**src/rtl/mips16_loader_pkg.sv**
```systemverilog
// Shared widths, command bytes and FSM encoding for the mips16_sc program loader.
package mips16_loader_pkg;

    localparam int unsigned BYTE_W          = 8;
    localparam int unsigned BYTES_PER_INSTR = 4;
    localparam int unsigned BYTES_PER_REG   = 2;
    localparam int unsigned IMEM_ADDR_W     = 8;
    localparam int unsigned INSTR_W         = BYTES_PER_INSTR * BYTE_W;
    localparam int unsigned REG_ADDR_W      = 3;
    localparam int unsigned DATA_W          = BYTES_PER_REG * BYTE_W;
    localparam int unsigned CNT_W           = IMEM_ADDR_W + 1;

    localparam logic [BYTE_W-1:0] CMD_LOAD = 8'h4C;
    localparam logic [BYTE_W-1:0] CMD_DUMP = 8'h44;
    localparam logic [BYTE_W-1:0] CMD_HOLD = 8'h48;
    localparam logic [BYTE_W-1:0] CMD_RUN  = 8'h52;

    typedef enum logic [2:0] {
        ST_IDLE,
        ST_LOAD_CNT,
        ST_LOAD_BYTE,
        ST_LOAD_WRITE,
        ST_DUMP_RD,
        ST_DUMP_HI,
        ST_DUMP_LO
    } loader_state_e;

endpackage

```
**src/rtl/mips16_prog_loader_word_assembler.sv**
```systemverilog
// Big-endian byte-to-word shift register; word_done_c flags the byte that completes a word.
module loader_word_assembler
    import mips16_loader_pkg::*;
(
    input  logic               clock,
    input  logic               reset,
    input  logic               clear,
    input  logic               shift_en,
    input  logic [BYTE_W-1:0]  data,
    output logic [INSTR_W-1:0] word_c,
    output logic               word_done_c
);

    localparam int unsigned IDX_W = $clog2(BYTES_PER_INSTR);

    logic [INSTR_W-1:0] word;
    logic [IDX_W-1:0]   idx;

    // Word as it will look once the current byte is shifted in.
    assign word_c      = {word[INSTR_W-BYTE_W-1:0], data};
    assign word_done_c = shift_en && (idx == IDX_W'(BYTES_PER_INSTR - 1));

    always_ff @(posedge clock) begin
        if (reset || clear) begin
            word <= '0;
            idx  <= '0;
        end else if (shift_en) begin
            word <= word_c;
            idx  <= idx + IDX_W'(1);
        end
    end

endmodule

```
**src/rtl/mips16_prog_loader.sv**
```systemverilog
// Command-driven program loader and register dump port for the mips16_sc core.
module mips16_prog_loader
    import mips16_loader_pkg::*;
(
    input  logic                   clock,
    input  logic                   reset,
    input  logic [BYTE_W-1:0]      rx_data,
    input  logic                   rx_valid,
    output logic                   rx_ready,
    output logic [BYTE_W-1:0]      tx_data,
    output logic                   tx_valid,
    input  logic                   tx_ready,
    output logic                   imem_we,
    output logic [IMEM_ADDR_W-1:0] imem_addr,
    output logic [INSTR_W-1:0]     imem_wdata,
    output logic [REG_ADDR_W-1:0]  reg_rd_addr,
    input  logic [DATA_W-1:0]      reg_rd_data,
    output logic                   cpu_hold,
    output logic                   busy,
    output logic                   cmd_error
);

    loader_state_e          state, state_next;
    logic                   rx_ready_next, tx_valid_next, imem_we_next;
    logic                   busy_next, cmd_error_next, hold_next;
    logic [BYTE_W-1:0]      tx_data_next;
    logic [IMEM_ADDR_W-1:0] addr_next;
    logic [INSTR_W-1:0]     wdata_next;
    logic [REG_ADDR_W-1:0]  rd_addr_next;
    logic [CNT_W-1:0]       cnt, cnt_next;
    logic                   saved_hold, saved_next;
    logic [DATA_W-1:0]      dump_word, dump_word_next;
    logic                   asm_clear, asm_shift, asm_done;
    logic [INSTR_W-1:0]     asm_word;
    logic                   accept, tx_fire;

    assign accept  = rx_valid && rx_ready;
    assign tx_fire = tx_valid && tx_ready;

    loader_word_assembler u_asm (
        .clock       (clock),
        .reset       (reset),
        .clear       (asm_clear),
        .shift_en    (asm_shift),
        .data        (rx_data),
        .word_c      (asm_word),
        .word_done_c (asm_done)
    );

    // Next-state and next-output decode; every output is re-registered below.
    always_comb begin
        state_next     = state;
        hold_next      = cpu_hold;
        saved_next     = saved_hold;
        cnt_next       = cnt;
        addr_next      = imem_addr;
        wdata_next     = imem_wdata;
        rd_addr_next   = reg_rd_addr;
        dump_word_next = dump_word;
        tx_data_next   = tx_data;
        cmd_error_next = 1'b0;
        asm_clear      = 1'b0;
        asm_shift      = 1'b0;

        case (state)
            ST_IDLE: begin
                if (accept) begin
                    case (rx_data)
                        CMD_LOAD: state_next = ST_LOAD_CNT;
                        CMD_DUMP: begin
                            state_next   = ST_DUMP_RD;
                            saved_next   = cpu_hold;
                            hold_next    = 1'b1;
                            rd_addr_next = '0;
                        end
                        CMD_HOLD: hold_next = 1'b1;
                        CMD_RUN:  hold_next = 1'b0;
                        default:  cmd_error_next = 1'b1;
                    endcase
                end
            end
            ST_LOAD_CNT: begin
                if (accept) begin
                    // A count byte of zero stands for a full 256-word image.
                    cnt_next   = (rx_data == '0) ? CNT_W'(1 << IMEM_ADDR_W) : CNT_W'(rx_data);
                    hold_next  = 1'b1;
                    addr_next  = '0;
                    asm_clear  = 1'b1;
                    state_next = ST_LOAD_BYTE;
                end
            end
            ST_LOAD_BYTE: begin
                if (accept) begin
                    asm_shift = 1'b1;
                    if (asm_done) begin
                        wdata_next = asm_word;
                        state_next = ST_LOAD_WRITE;
                    end
                end
            end
            ST_LOAD_WRITE: begin
                cnt_next = cnt - CNT_W'(1);
                if (cnt == CNT_W'(1)) begin
                    hold_next  = 1'b0;
                    state_next = ST_IDLE;
                end else begin
                    addr_next  = imem_addr + IMEM_ADDR_W'(1);
                    state_next = ST_LOAD_BYTE;
                end
            end
            ST_DUMP_RD: begin
                dump_word_next = reg_rd_data;
                tx_data_next   = reg_rd_data[DATA_W-1:DATA_W-BYTE_W];
                state_next     = ST_DUMP_HI;
            end
            ST_DUMP_HI: begin
                if (tx_fire) begin
                    tx_data_next = dump_word[BYTE_W-1:0];
                    state_next   = ST_DUMP_LO;
                end
            end
            ST_DUMP_LO: begin
                if (tx_fire) begin
                    tx_data_next = '0;
                    if (reg_rd_addr == '1) begin
                        hold_next  = saved_hold;
                        state_next = ST_IDLE;
                    end else begin
                        rd_addr_next = reg_rd_addr + REG_ADDR_W'(1);
                        state_next   = ST_DUMP_RD;
                    end
                end
            end
            default: state_next = ST_IDLE;
        endcase

        rx_ready_next = (state_next == ST_IDLE) || (state_next == ST_LOAD_CNT)
                     || (state_next == ST_LOAD_BYTE);
        tx_valid_next = (state_next == ST_DUMP_HI) || (state_next == ST_DUMP_LO);
        imem_we_next  = (state_next == ST_LOAD_WRITE);
        busy_next     = (state_next != ST_IDLE);
    end

    always_ff @(posedge clock) begin
        if (reset) begin
            state       <= ST_IDLE;
            cpu_hold    <= 1'b1;
            saved_hold  <= 1'b1;
            rx_ready    <= 1'b0;
            tx_valid    <= 1'b0;
            tx_data     <= '0;
            imem_we     <= 1'b0;
            imem_addr   <= '0;
            imem_wdata  <= '0;
            reg_rd_addr <= '0;
            busy        <= 1'b0;
            cmd_error   <= 1'b0;
            cnt         <= '0;
            dump_word   <= '0;
        end else begin
            state       <= state_next;
            cpu_hold    <= hold_next;
            saved_hold  <= saved_next;
            rx_ready    <= rx_ready_next;
            tx_valid    <= tx_valid_next;
            tx_data     <= tx_data_next;
            imem_we     <= imem_we_next;
            imem_addr   <= addr_next;
            imem_wdata  <= wdata_next;
            reg_rd_addr <= rd_addr_next;
            busy        <= busy_next;
            cmd_error   <= cmd_error_next;
            cnt         <= cnt_next;
            dump_word   <= dump_word_next;
        end
    end

endmodule

```
**config.mk**
```make
export PLATFORM = sky130hd
export DESIGN_NAME = mips16_prog_loader
export DESIGN_NICKNAME = d
export VERILOG_FILES = /design/src/rtl/mips16_loader_pkg.sv /design/src/rtl/mips16_prog_loader_word_assembler.sv /design/src/rtl/mips16_prog_loader.sv
export SDC_FILE = /design/constraint.sdc
export NUM_CORES = 1
export LEC_CHECK = 0
export ABC_AREA = 1
export ABC_CLOCK_PERIOD_IN_PS = 3450
export BUFFER_PORTS_ARGS = -buffer_cell sky130_fd_sc_hd__buf_4
export CORE_MARGIN = 3
export CORE_UTILIZATION = 39
export DETAILED_ROUTE_END_ITERATION = 8
export PLACE_DENSITY = 0.65
export RECOVER_POWER = 25
export SLEW_MARGIN = 20
export SYNTH_ARGS = -nofsm -noshare
export SYNTH_HDL_FRONTEND = slang
export SYNTH_SLANG_ARGS = --single-unit
```
**constraint.sdc**
```tcl
create_clock -name clock -period 3.45 [get_ports clock]
set_input_delay 0.69 -clock clock [delete_from_list [all_inputs] [get_ports clock]]
set_output_delay 0.69 -clock clock [all_outputs]
set_load 0.1 [all_outputs]
```
==> results.sh <==
export IMPL_reg2reg_from="state[0]$_SDFF_PP0_"
export IMPL_drc=0
export IMPL_pwr_density_cell_mw_per_mm2=463.1
export IMPL_drt_pass1_iterations=5
export IMPL_place_gp_congestion=0.8730
export IMPL_root_buffer="clkbuf_16"
export IMPL_crit_type="reg2reg"
export IMPL_hold_depth=2
export IMPL_synthCells=614
export IMPL_swShare=0.2300
export IMPL_grtUsageTotal=0.1854
export IMPL_postRouteWirelength_mm=11.33
export IMPL_cp_arrival_ns=2.55
export IMPL_cp_required_ns=3.69
export IMPL_postPlaceCellArea_mm2=0.005117
export IMPL_seq_area_frac_synth=0.4714
export IMPL_clock_path_buffers=2
export IMPL_synthesis_nets=648
export IMPL_wl_per_cell_um=13.60
export IMPL_fp_row_count=38
export IMPL_period_share=0.6702
export IMPL_syn_area_mm2=0.004417
export IMPL_routed_via_density=5.053
export IMPL_numCtsBuffers=9
export IMPL_power_net_switching_w=0.0005661
export IMPL_status="finished, final reports clean"
export IMPL_holdWs_ns=0.4603
export IMPL_route_vias_total=4209
export IMPL_die_area_mm2=0.01264
export IMPL_diodes=0
export IMPL_area_growth_synth_to_final_pct=20.34
export IMPL_ios=85
export IMPL_rr_worst_depth=7
export IMPL_fin_crit_ns=2.312
export IMPL_p_int_w=0.001896
export IMPL_whs_endpoint="imem_wdata[31]$_SDFFE_PP0P_"
export IMPL_rrSetupSlack_ns=1.14
export IMPL_cts_tree="done"
export IMPL_maxSlewHeadroom=0.1776
export IMPL_syn_mean_instance_area_um2=7.193
export IMPL_grt_pass1_wl_mm=19.47
export IMPL_clock_latency_ns=0.35
export IMPL_initial_core_util=0.4039
export IMPL_rsz0062_at_grt="no"
export IMPL_ir_worst_vdd_mv=0.2227
export IMPL_stdcell_area_mm2=0.005315
export IMPL_grt_max_degree=45
export IMPL_post_cts_buffers=0
export IMPL_drt_iter0_markers=309
export IMPL_rr_endpoint="imem_addr[4]$_SDFFE_PP0P_"
export IMPL_cap_violations=0
export IMPL_grt_pass1_vias=4082
export IMPL_crit_fanout=17
export IMPL_cp_start_kind="register"
export IMPL_final_nets=722
export IMPL_fmax_mhz=432.5
export IMPL_ys_warnings_count=0
export IMPL_hold_violations=0
export IMPL_min_from="u_asm.word[23]$_SDFFE_PP0P_"
export IMPL_ys_types=30
export IMPL_clk_pin_slew_ns=0.07
export IMPL_core_mm2=0.01094
export IMPL_critPathCaptureType="register"
export IMPL_pwr_share_seq=0.489
export IMPL_portBuffers=84
export IMPL_final_layout_size_suffix_gt1_frac=0.1111
export IMPL_tightest_slew_ns=1.239
export IMPL_comb_power_share=0.038
export IMPL_dp_hpwl_mm=8.017
export IMPL_die_h_um=112.4
export IMPL_hold_class="reg2reg"
export IMPL_h_tree_depth=3
export IMPL_pwr_share_clk=0.473
export IMPL_final_setup_viol_count=0
export IMPL_die_x_um=112.4
export IMPL_antenna_found_initial=0
export IMPL_final_antenna_net_count=0
export IMPL_cts_sinks=104
export IMPL_setup_tns_ns=0
export IMPL_final_max_slew_viol_count=0
export IMPL_p_leak_nw=2.164
export IMPL_cts_resized=0
export IMPL_grt_overflow=0
export IMPL_ys_ff_latch=104
export IMPL_ctsHoldBuffers=0
export IMPL_fin_skew_ns=0.01001
placed cells by master, fill, tap and decap left out, types with 2 or more instances in the layout:
master and n:
inv_1 46, bufinv_16 2, inv_2 4, a22oi_1 2, nand2_1 173, inv_8 2
dfxtp_1 104, nor2_1 55, o21ai_0 45, nand4_1 7, clkbuf_1 40, clkbuf_16 9
buf_4 49, nand3_1 40, a31oi_1 14, ha_1 6, nor2_2 2, nor2_4 2
a21oi_1 74, nor3_1 5
metal layers:
layer	part of all wire	vias up	track usage
li1	-	2155	-
met1	0.48	1937	0.2462
met5	0	-	0
met4	0.016	0	0.05048
met3	0.050	17	0.04690
met2	0.46	100	0.3015
cell families after synthesis:
logic type,Yosys count,synth area share
compound gates,139,0.1652
buf+inv,76,0.07479
flops,104,0.4714
simple gates,288,0.2697
fa+ha+maj,6,0.01700
xor+xnor,1,0.001983
flip-flops by register name (all words and copies together), names as in the netlist:
signal,cells
tx_data,8
cnt,9
cpu_hold,1
busy,1
imem_we,1
cmd_error,1
state,3
imem_wdata,32
u_asm.idx,2
rx_ready,1
u_asm.word,24
reg_rd_addr,3
imem_addr,8
tx_valid,1
dump_word,8
saved_hold,1
layout make-up:
| type | instances | area [µm²] |
|---|---|---|
| flip-flops and latches | 104 | 2082 |
| clock buffers | 9 | 225.2 |
| repair buffers | 89 | 518.0 |
| fillers | 1183 | 5620 |
| clock inverters | 7 | 122.6 |
| well taps | 140 | 175.2 |
| multi-input cells | 434 | 2004 |
| inverters | 50 | 187.7 |
cells in the mapped netlist:
cell type	n	share of area
nand4_1	7	0.0099
inv_2	4	0.0034
nand3_1	40	0.045
buf_4	5	0.0085
buf_2	7	0.0079
o211ai_1	1	0.0017
clkbuf_1	11	0.0093
a21oi_2	1	0.0020
nand3b_1	1	0.0017
buf_6	1	0.0025
clkbuf_8	1	0.0031
o21ai_0	45	0.051
a21oi_1	74	0.084
dfxtp_1	104	0.47
buf_1	1	0.00085
a21o_1	1	0.0017
a211oi_1	1	0.0017
a22oi_1	2	0.0034
nor3_1	5	0.0057
nand2_2	1	0.0014
xor2_1	1	0.0020
or2_2	1	0.0014
nand2_4	1	0.0025
nor2_2	2	0.0028
ha_1	6	0.017
inv_1	46	0.039
a31oi_1	14	0.020
nor2_1	55	0.047
nand2_1	173	0.15
nor2_4	2	0.0051
power groups by stage:
stage / clock (W) / combinational (W) / sequential (W)
floorplan: 0 / 0.0000399 / 0.00124
global placement: 0 / 0.0000957 / 0.00123
detailed placement: 0 / 0.0000966 / 0.00123
CTS: 0.00118 / 0.0000969 / 0.00120
global route: 0.00124 / 0.000104 / 0.00120
finish: 0.00116 / 0.0000944 / 0.00120
metrics by stage:
stage	instances	power, W	setup slack, ns	utilization
6_report	833	0.002462	1.138	0.4860
5_1_grt	833	0.002548	0.9139	0.4860
4_1_cts	833	0.002484	1.151	0.4998
3_3_place_gp	817	0.001328	1.148	0.4680
2_1_floorplan	614	0.001284	1.339	-
3_5_place_dp	817	0.001329	1.087	0.4680
critical path, stage by stage (launching register included):
cell     delay [ns]
dfxtp_1        0.72
nand2_1        0.26
nor2_4         0.40
nand2_1        0.30
nand2_2        0.24
nand2_1        0.09
o21ai_0        0.15
nor2_1         0.05
worst max path at each step:
stage,end,startpoint
after floorplan,imem_wdata[13]$_SDFFE_PP0P_,rx_ready$_SDFF_PP0_
after global placement,imem_wdata[11]$_SDFFE_PP0P_,rx_valid
after detailed placement,imem_wdata[11]$_SDFFE_PP0P_,rx_valid
after CTS,busy$_SDFF_PP0_,state[0]$_SDFF_PP0_
after global routing,busy$_SDFF_PP0_,state[0]$_SDFF_PP0_
final,imem_addr[4]$_SDFFE_PP0P_,state[0]$_SDFF_PP0_
No activity file was read; power rests on OpenSTA's default activity.
